`config.mk`:
```
export PLATFORM = sky130hd
export DESIGN_NAME = mem_port_arbiter_flat
export DESIGN_NICKNAME = d
export VERILOG_FILES = /design/src/rtl/mem_port_arbiter_if.sv /design/src/rtl/mem_port_arbiter.sv /design/src/flat_wrapper.sv
export SDC_FILE = /design/constraint.sdc
export NUM_CORES = 1
export LEC_CHECK = 0
export CAP_MARGIN = 20
export CELL_PAD_IN_SITES_DETAIL_PLACEMENT = 2
export CELL_PAD_IN_SITES_GLOBAL_PLACEMENT = 2
export CORE_AREA = 2 2 72 91
export DETAILED_ROUTE_END_ITERATION = 8
export DIE_AREA = 0 0 74 93
export PLACE_DENSITY_LB_ADDON = 0.2
export SYNTH_ARGS = -nofsm -noshare
export SYNTH_HDL_FRONTEND = slang
export SYNTH_SLANG_ARGS = --single-unit
```
`constraint.sdc`:
```
create_clock -name Clk -period 3.5 [get_ports Clk]
set_clock_uncertainty 0.2 [all_clocks]
set_input_delay 0.7 -clock Clk [delete_from_list [all_inputs] [get_ports Clk]]
set_output_delay 0.7 -clock Clk [all_outputs]
set_load 0.05 [all_outputs]
```
`src/rtl/mem_port_arbiter_if.sv`:
```
// Request/acknowledge and memory-side signals of the two-port memory arbiter.
// Handshake: a requester raises Req with Wr/Addr/WData and holds all of them
// stable until it samples its Ack high for one cycle; Req still high in the
// following idle cycle is a new request.
interface mem_port_arbiter_if #(
  parameter int DataWidth = 8,
  parameter int AddrWidth = 8
);
  logic                 CPU_Req;
  logic                 CPU_Wr;
  logic [AddrWidth-1:0] CPU_Addr;
  logic [DataWidth-1:0] CPU_WData;
  logic                 CPU_Ack;
  logic                 LDR_Req;
  logic                 LDR_Wr;
  logic [AddrWidth-1:0] LDR_Addr;
  logic [DataWidth-1:0] LDR_WData;
  logic                 LDR_Ack;
  logic                 LDR_Lock;
  logic                 LDR_LockAck;
  logic [DataWidth-1:0] RData;
  logic                 MEM_En;
  logic                 MEM_Wr;
  logic [AddrWidth-1:0] MEM_Addr;
  logic [DataWidth-1:0] MEM_WData;
  logic [DataWidth-1:0] MEM_RData;
  logic                 Busy;

  modport slave (
    input  CPU_Req, CPU_Wr, CPU_Addr, CPU_WData,
    input  LDR_Req, LDR_Wr, LDR_Addr, LDR_WData, LDR_Lock,
    input  MEM_RData,
    output CPU_Ack, LDR_Ack, LDR_LockAck, RData,
    output MEM_En, MEM_Wr, MEM_Addr, MEM_WData, Busy
  );

  modport master (
    output CPU_Req, CPU_Wr, CPU_Addr, CPU_WData,
    output LDR_Req, LDR_Wr, LDR_Addr, LDR_WData, LDR_Lock,
    output MEM_RData,
    input  CPU_Ack, LDR_Ack, LDR_LockAck, RData,
    input  MEM_En, MEM_Wr, MEM_Addr, MEM_WData, Busy
  );
endinterface

```
`src/rtl/mem_port_arbiter.sv`:
```
// Round-robin arbiter sharing one synchronous single-port memory between the
// CPU port and the loader port, with an exclusive loader lock.
module mem_port_arbiter #(
  parameter int DataWidth = 8,
  parameter int AddrWidth = 8
) (
  input  logic                 Clk,
  input  logic                 Reset,
  mem_port_arbiter_if.slave    bus,
  output logic [1:0]           dbg_state
);
  typedef enum logic [1:0] {
    IDLE   = 2'd0,
    ISSUE  = 2'd1,
    RESP   = 2'd2,
    LOCKED = 2'd3
  } state_t;

  localparam logic PORT_C = 1'b0;
  localparam logic PORT_L = 1'b1;

  state_t               state_q, state_d;
  logic                 owner_q, owner_d;
  logic                 last_q, last_d;
  logic                 lock_q, lock_d;
  logic                 en_q, en_d;
  logic                 wr_q, wr_d;
  logic [AddrWidth-1:0] addr_q, addr_d;
  logic [DataWidth-1:0] wdata_q, wdata_d;
  logic                 grant_c, grant_l;

  always_ff @(posedge Clk) begin
    if (Reset) begin
      state_q <= IDLE;
      owner_q <= PORT_C;
      last_q  <= PORT_L;
      lock_q  <= 1'b0;
      en_q    <= 1'b0;
      wr_q    <= 1'b0;
      addr_q  <= '0;
      wdata_q <= '0;
    end else begin
      state_q <= state_d;
      owner_q <= owner_d;
      last_q  <= last_d;
      lock_q  <= lock_d;
      en_q    <= en_d;
      wr_q    <= wr_d;
      addr_q  <= addr_d;
      wdata_q <= wdata_d;
    end
  end

  always_comb begin
    state_d = state_q;
    owner_d = owner_q;
    last_d  = last_q;
    lock_d  = lock_q;
    en_d    = 1'b0;
    wr_d    = 1'b0;
    addr_d  = addr_q;
    wdata_d = wdata_q;
    grant_c = 1'b0;
    grant_l = 1'b0;
    case (state_q)
      IDLE: begin
        // Lock wins over any pending request; on a tie the port not served last wins.
        if (bus.LDR_Lock) begin
          state_d = LOCKED;
          lock_d  = 1'b1;
        end else if (bus.CPU_Req && (!bus.LDR_Req || last_q == PORT_L)) begin
          grant_c = 1'b1;
        end else if (bus.LDR_Req) begin
          grant_l = 1'b1;
        end
      end
      LOCKED: begin
        if (!bus.LDR_Lock) begin
          state_d = IDLE;
          lock_d  = 1'b0;
        end else if (bus.LDR_Req) begin
          grant_l = 1'b1;
        end
      end
      ISSUE: state_d = RESP;
      RESP: begin
        last_d = owner_q;
        if (lock_q && bus.LDR_Lock) begin
          state_d = LOCKED;
        end else begin
          state_d = IDLE;
          lock_d  = 1'b0;
        end
      end
      default: state_d = IDLE;
    endcase

    if (grant_c) begin
      state_d = ISSUE;
      owner_d = PORT_C;
      en_d    = 1'b1;
      wr_d    = bus.CPU_Wr;
      addr_d  = bus.CPU_Addr;
      wdata_d = bus.CPU_WData;
    end else if (grant_l) begin
      state_d = ISSUE;
      owner_d = PORT_L;
      en_d    = 1'b1;
      wr_d    = bus.LDR_Wr;
      addr_d  = bus.LDR_Addr;
      wdata_d = bus.LDR_WData;
    end
  end

  assign bus.MEM_En      = en_q;
  assign bus.MEM_Wr      = wr_q;
  assign bus.MEM_Addr    = addr_q;
  assign bus.MEM_WData   = wdata_q;
  assign bus.CPU_Ack     = (state_q == RESP) && (owner_q == PORT_C);
  assign bus.LDR_Ack     = (state_q == RESP) && (owner_q == PORT_L);
  // Memory read data is already registered by the memory, so pass it straight through.
  assign bus.RData       = (state_q == RESP) ? bus.MEM_RData : '0;
  assign bus.Busy        = (state_q == ISSUE) || (state_q == RESP);
  assign bus.LDR_LockAck = lock_q;
  assign dbg_state       = state_q;
endmodule

```
`src/flat_wrapper.sv`:
```
// flat-port wrapper written by rule: the top's interface ports become plain ports
module mem_port_arbiter_flat 
#(
  parameter int DataWidth = 8,
  parameter int AddrWidth = 8
)
  (Clk, Reset, dbg_state, bus_CPU_Req, bus_CPU_Wr, bus_CPU_Addr, bus_CPU_WData, bus_LDR_Req, bus_LDR_Wr, bus_LDR_Addr, bus_LDR_WData, bus_LDR_Lock, bus_MEM_RData, bus_CPU_Ack, bus_LDR_Ack, bus_LDR_LockAck, bus_RData, bus_MEM_En, bus_MEM_Wr, bus_MEM_Addr, bus_MEM_WData, bus_Busy);
  mem_port_arbiter_if #(.DataWidth(DataWidth), .AddrWidth(AddrWidth)) bus_i ();
  input  logic Clk;
  input  logic Reset;
  output logic [1:0] dbg_state;
  input wire logic [$bits(bus_i.CPU_Req)-1:0] bus_CPU_Req;
  input wire logic [$bits(bus_i.CPU_Wr)-1:0] bus_CPU_Wr;
  input wire logic [$bits(bus_i.CPU_Addr)-1:0] bus_CPU_Addr;
  input wire logic [$bits(bus_i.CPU_WData)-1:0] bus_CPU_WData;
  input wire logic [$bits(bus_i.LDR_Req)-1:0] bus_LDR_Req;
  input wire logic [$bits(bus_i.LDR_Wr)-1:0] bus_LDR_Wr;
  input wire logic [$bits(bus_i.LDR_Addr)-1:0] bus_LDR_Addr;
  input wire logic [$bits(bus_i.LDR_WData)-1:0] bus_LDR_WData;
  input wire logic [$bits(bus_i.LDR_Lock)-1:0] bus_LDR_Lock;
  input wire logic [$bits(bus_i.MEM_RData)-1:0] bus_MEM_RData;
  output wire logic [$bits(bus_i.CPU_Ack)-1:0] bus_CPU_Ack;
  output wire logic [$bits(bus_i.LDR_Ack)-1:0] bus_LDR_Ack;
  output wire logic [$bits(bus_i.LDR_LockAck)-1:0] bus_LDR_LockAck;
  output wire logic [$bits(bus_i.RData)-1:0] bus_RData;
  output wire logic [$bits(bus_i.MEM_En)-1:0] bus_MEM_En;
  output wire logic [$bits(bus_i.MEM_Wr)-1:0] bus_MEM_Wr;
  output wire logic [$bits(bus_i.MEM_Addr)-1:0] bus_MEM_Addr;
  output wire logic [$bits(bus_i.MEM_WData)-1:0] bus_MEM_WData;
  output wire logic [$bits(bus_i.Busy)-1:0] bus_Busy;
  assign bus_i.CPU_Req = bus_CPU_Req;
  assign bus_i.CPU_Wr = bus_CPU_Wr;
  assign bus_i.CPU_Addr = bus_CPU_Addr;
  assign bus_i.CPU_WData = bus_CPU_WData;
  assign bus_i.LDR_Req = bus_LDR_Req;
  assign bus_i.LDR_Wr = bus_LDR_Wr;
  assign bus_i.LDR_Addr = bus_LDR_Addr;
  assign bus_i.LDR_WData = bus_LDR_WData;
  assign bus_i.LDR_Lock = bus_LDR_Lock;
  assign bus_i.MEM_RData = bus_MEM_RData;
  assign bus_CPU_Ack = bus_i.CPU_Ack;
  assign bus_LDR_Ack = bus_i.LDR_Ack;
  assign bus_LDR_LockAck = bus_i.LDR_LockAck;
  assign bus_RData = bus_i.RData;
  assign bus_MEM_En = bus_i.MEM_En;
  assign bus_MEM_Wr = bus_i.MEM_Wr;
  assign bus_MEM_Addr = bus_i.MEM_Addr;
  assign bus_MEM_WData = bus_i.MEM_WData;
  assign bus_Busy = bus_i.Busy;
  mem_port_arbiter #(.DataWidth(DataWidth), .AddrWidth(AddrWidth)) u_core (.Clk(Clk), .Reset(Reset), .bus(bus_i), .dbg_state(dbg_state));
endmodule
```
Word-level counts from Yosys, hierarchy flattened:

Index checks and enable logic that the tools add are counted.

* register bits: 23
* input bits: 47

* reductions and logical operators: 15
* bitwise logic cells: 1
* muxes and demuxes: 27
* equality and inequality tests: 8

Operators by type and width (count)
* 2-to-1 mux 8 bit: 5
* 2-to-1 mux 1 bit: 16
* != test 4 x 2 -> 1 bit, second input constant: 2
* one-hot mux 2 bit (4 select lines): 1
* 2-to-1 mux 2 bit: 3
* != test 2 bit, second input constant: 3
* equality test 2 bit, second input constant: 2
* logical AND 1 bit: 4
* AND reduction 2 bit: 2
* AND reduction 4 bit: 1
* one-hot mux 1 bit (3 select lines): 1
* nonzero test 3 bit: 1
* OR reduction 3 bit: 1
* equality test 2 x 1 -> 1 bit, second input constant: 1
* zero test 2 bit: 1
* logical OR 1 bit: 2
* one-hot mux 1 bit (2 select lines): 1
* nonzero test 2 bit: 1
* OR reduction 2 bit: 1
* zero test 1 bit: 1
* inverter 1 bit: 1

Logic depth before layout (Yosys ltp):

Gate-level depths: netlist of the first run.

* depth in word-level cells: 8
* mapped depth: 8
* depth with buffers taken out: 6

Worst setup path after synthesis of the first run:

OpenSTA, ideal clock, no wires.

* path kind: register to register
* start point: reg u_core.state_q[0] (netlist: u_core.dbg_state[0])
* end point: reg u_core.addr_q[0] (netlist: u_core.bus.MEM_Addr[0])
* cell stages (with the launch flop): 9
* data arrival time: 2436 ps
* path slack: 778 ps
* clock period less this slack: 2722 ps
* buffers on the path: 2
* library setup time: 86 ps
* path through: dfxtp_1 -> inv_1 -> ha_1 -> and2b_1 -> and2_4 -> buf_12 -> buf_12 -> mux2i_1 -> a211oi_1

* word-level cells in the longest chain between the ends: 3
* elaborated cells between the ends (all ways): 6
* those cells by class: 1 x eq/ne; 3 x mux; 2 x reduce/logical

RTL lines
* from (decl): line mem_port_arbiter.sv:22 `state_t state_q, state_d;`
* from (signal assigned): line mem_port_arbiter.sv:43 `state_q <= state_d;`
* equality test 2 bit / zero test 2 bit (equally long branches): line mem_port_arbiter.sv:65 `case (state_q)`
* one-hot mux 1 bit (2 select lines) / 2-to-1 mux 1 bit (equally long branches): line mem_port_arbiter.sv:65
* nonzero test 2 bit (no line) / 2-to-1 mux 8 bit (equally long branches)
* to (signal assigned): line mem_port_arbiter.sv:49 `addr_q <= addr_d;`
* to (decl): line mem_port_arbiter.sv:28 `logic [AddrWidth-1:0] addr_q, addr_d;`

Parallel ways exist; a longest one is shown, timed or not.
A chain may end at the register's enable or synchronous reset.

Worst setup path in the final report of the first run:

* start point: reg u_core.state_q[1] (netlist: u_core.dbg_state[1])
* end point: out bus_CPU_Ack

* word-level cells in the longest chain between the ends: 2

RTL lines
* equality test 2 bit: line mem_port_arbiter.sv:119 `assign bus.CPU_Ack = (state_q == RESP) && (owner_q == PORT_C);`
* logical AND 1 bit: line mem_port_arbiter.sv:119
* to (decl): line flat_wrapper.sv:22 `output wire logic [$bits(bus_i.CPU_Ack)-1:0] bus_CPU_Ack;`

Every way passes these cells.

==> impl_metrics.toml, run 1 <==
[clock_network]
clkTransAtPathRegs_ns = 0.08
insertion_delay_ns = 0.26
clockBufferDepth = 2
cts_resized = 0
clk_root_buffer_cell = "clkbuf_8"
cts_tree = "done"
clkSinkCount = 23
cts_buffers = 3
ctsHoldBuffers = 0
htreeDepth = 1
cts_setup_buffers = 0

[synthesis]
synth.top_cell.area_share_pct = 39.36
yosysWarnings = 0
synthCells = 127
synth_top_cell_by_area = "dfxtp_1"
synth_common_cells = "23 x dfxtp_1, 19 x nor2_1, 16 x a211oi_1, 16 x mux2i_1, 9 x and2_1"
ys_ff_latch = 23
yosys_most_used_dff = "dfxtp_1"
syn_avg_cell_area_sq_um = 9.212
synth_edf_count = 0
synth_most_common_cell = "dfxtp_1"
syn_area_sq_um = 1170
ys_seq_area_share_pct = 39.36
synth_area_leaders = "dfxtp_1 39%, mux2i_1 14%, a211oi_1 10%, nor2_1 6.1%, and2_1 4.8%"
synth-async-reset-ratio_pct = 0
yosysUniqueCellTypes = 28
synth_fp_nets = 177

[hold_path]
hold_path_class = "flip-flop to flip-flop"
hold_depth = 1

[pwr]
p_leak_uw = 0.0007315
irDropWorstVdd_mv = 0.3805
internal_power_uw = 770.8
p_seq_share_pct = 26.3
power_density_nw_per_um2 = 724.6
swShare_pct = 48.00
switchingPower_uw = 711.5
clock_power_share_pct = 11.0
power_frac_comb_pct = 62.7

[drt]
routed_via_density = 4.310
vias = 1237
dr.pass1.iters = 2
drc = 0
finalWirelength_mm = 4.135
ant_nets = 0
drt_iter0_drc = 17
drt-wirelength-per-cell_microns = 14.41

[timing]
hold_violations = 0
worst_pin_slew_ns = 0.9666
slew_violations = 0
finalCritPeriodShare_pct = 88.57
post-route-min-period_ns = 3.100
slew_headroom_pct = 35.36
rsz0062_at_grt = "no"
setup_viol_count_final = 0
fmax_mhz = 322.6
setup_tns_ns = 0

[placement]
post-dp-hpwl_mm = 3.192
dpl_cell_area_sq_um = 2001
dp.cells = 283
io_buffer_count = 78
routabilityCongestion = 0.7729

[worst_setup_path]
cp_slowest_cell = "clkdlybuf4s50_1"
path_cells = "ha_1 > inv_1 > nor2_1 > clkdlybuf4s50_1"
crit_fanout = 13
cp-start-kind = "flip-flop"
r2r_cells = 6
cp.required_ns = 2.60
cp_slowest_stage_delay_ns = 0.82
ff2ff_setup_slack_ns = 1.21
crit_buf_inv = 2
worstPathArrival_ns = 2.20
end_kind = "output pin"
critical_path_class = "flip-flop to output pin"
crit_family = "buffers and inverters"
path_depth = 4

[layout]
num_antenna_cells = 0
fin_nets = 253
final_cell_count_no_fill = 287
nFillCells = 671
drive_above_1_share_pct = 2.970
fin_area_sq_um = 2046
syn2layout_area_growth_pct = 74.87

[global_routing]
grt_pass1_wl_mm = 6.513
grt_util_met1_pct = 13.76
use_met2_pct = 21.50
busiest_layer = "met2"
antenna_found_initial = 0
grt_pass1_vias = 1424
grt_usage_pct = 12.10
grt_max_degree = 35
grt-ovfl-total = 0
grt_util_met3_pct = 3.341

[die]
die_h_microns = 93
initial_core_util_pct = 19.35
rows = 32
die_x_microns = 74
die-area_sq_um = 6882
coreArea_sq_um = 6046
ioPinCount = 79

[flow_run]
maxCapViolCount = 0

[run_status]
outcome = "finished, final reports clean"
## flip-flops by register name, summed over array words and instances, names as in the netlist
signal	cells
u_core.bus.LDR_LockAck	1
u_core.last_q	1
u_core.bus.MEM_Addr	8
u_core.bus.MEM_En	1
u_core.dbg_state	2
u_core.owner_q	1
u_core.bus.MEM_WData	8
u_core.bus.MEM_Wr	1
## cells by family after synthesis
logic type                 share of synthesized area, %
and+or+nand+nor                                   18.18
AOI/OAI and AO/OA                                 17.86
DFF                                               39.36
muxes                                             14.97
buffers and inverters                             6.417
adders and majority gates                         3.209
## final cells by class
cell class,instances,area (sq um),area share [%]
inverter,3,11.26,0.5505
tap,85,106.4,5.199
clock buffer,4,45.04,2.202
sequential,23,460.4,22.51
timing repair buffer,79,788.3,38.53
multi-input combinational,93,634.4,31.01
## metal layers
layer / routed length (microns) / up-vias
li1: - / 601
met1: 1709 / 578
met2: 2012 / 56
met3: 383 / 2
met4: 29 / 0
met5: 0 / -
## placed cells by master (no fill, tap or decap)
cell type / n
clkdlybuf4s50_1: 78
dfxtp_1: 23
nor2_1: 19
mux2i_1: 16
a211oi_1: 16
and2_1: 9
a21oi_1: 6
inv_1: 3
nand2_1: 3
nor3_1: 3
ha_1: 3
clkbuf_8: 3
and2b_1: 2
nand3_1: 2
o21ai_0: 2
nand2b_1: 1
mux2_4: 1
and2_4: 1
nor2b_1: 1
a31oi_1: 1
and3_1: 1
a22o_1: 1
a2111oi_0: 1
a32oi_1: 1
a211o_1: 1
a21o_1: 1
nor4_1: 1
clkbuf_1: 1
buf_4: 1
## stage by stage
stage          utilization [%]  total power, uW  setup slack [ns]  hold slack, ns
2_1_floorplan                -             1041            0.7785          0.2492
3_3_place_gp             33.09             1309            0.5178          0.2752
3_5_place_dp             33.09             1337            0.4876          0.2900
4_1_cts                  33.84             1513            0.3548          0.3104
5_1_grt                  33.84             1585            0.2367          0.3316
6_report                 33.84             1482            0.4001          0.3018
## power groups by stage
stage	Clock [uW]	Combinational (uW)	Sequential [uW]
after global routing	186	997	403
after floorplan	0	409	632
final	162	929	391
after detailed placement	0	940	398
after global placement	0	919	391
after CTS	176	944	393
## worst paths after layout
path,endpoint,start
setup / recovery,bus_CPU_Ack,u_core.dbg_state[1]$_SDFFE_PP0P_
hold / removal,u_core.last_q$_SDFFE_PP1P_,u_core.last_q$_SDFFE_PP1P_
setup reg to reg,u_core.bus.MEM_Addr[2]$_SDFFE_PP0P_,u_core.dbg_state[1]$_SDFFE_PP0P_
hold reg to reg,u_core.last_q$_SDFFE_PP1P_,u_core.last_q$_SDFFE_PP1P_
No activity file was read; power rests on OpenSTA's default activity.
==> run 2: changes to the inputs <==
GPL_ROUTABILITY_DRIVEN = 0   (was default)
==> results of run 2 <==
The final DEF is identical to that of run 1; final timing and power are the same.
==> run 3: changes to the inputs <==
CAP_MARGIN = 0   (was 20)
==> results of run 3 <==
The final DEF is identical to that of run 1; final timing and power are the same.
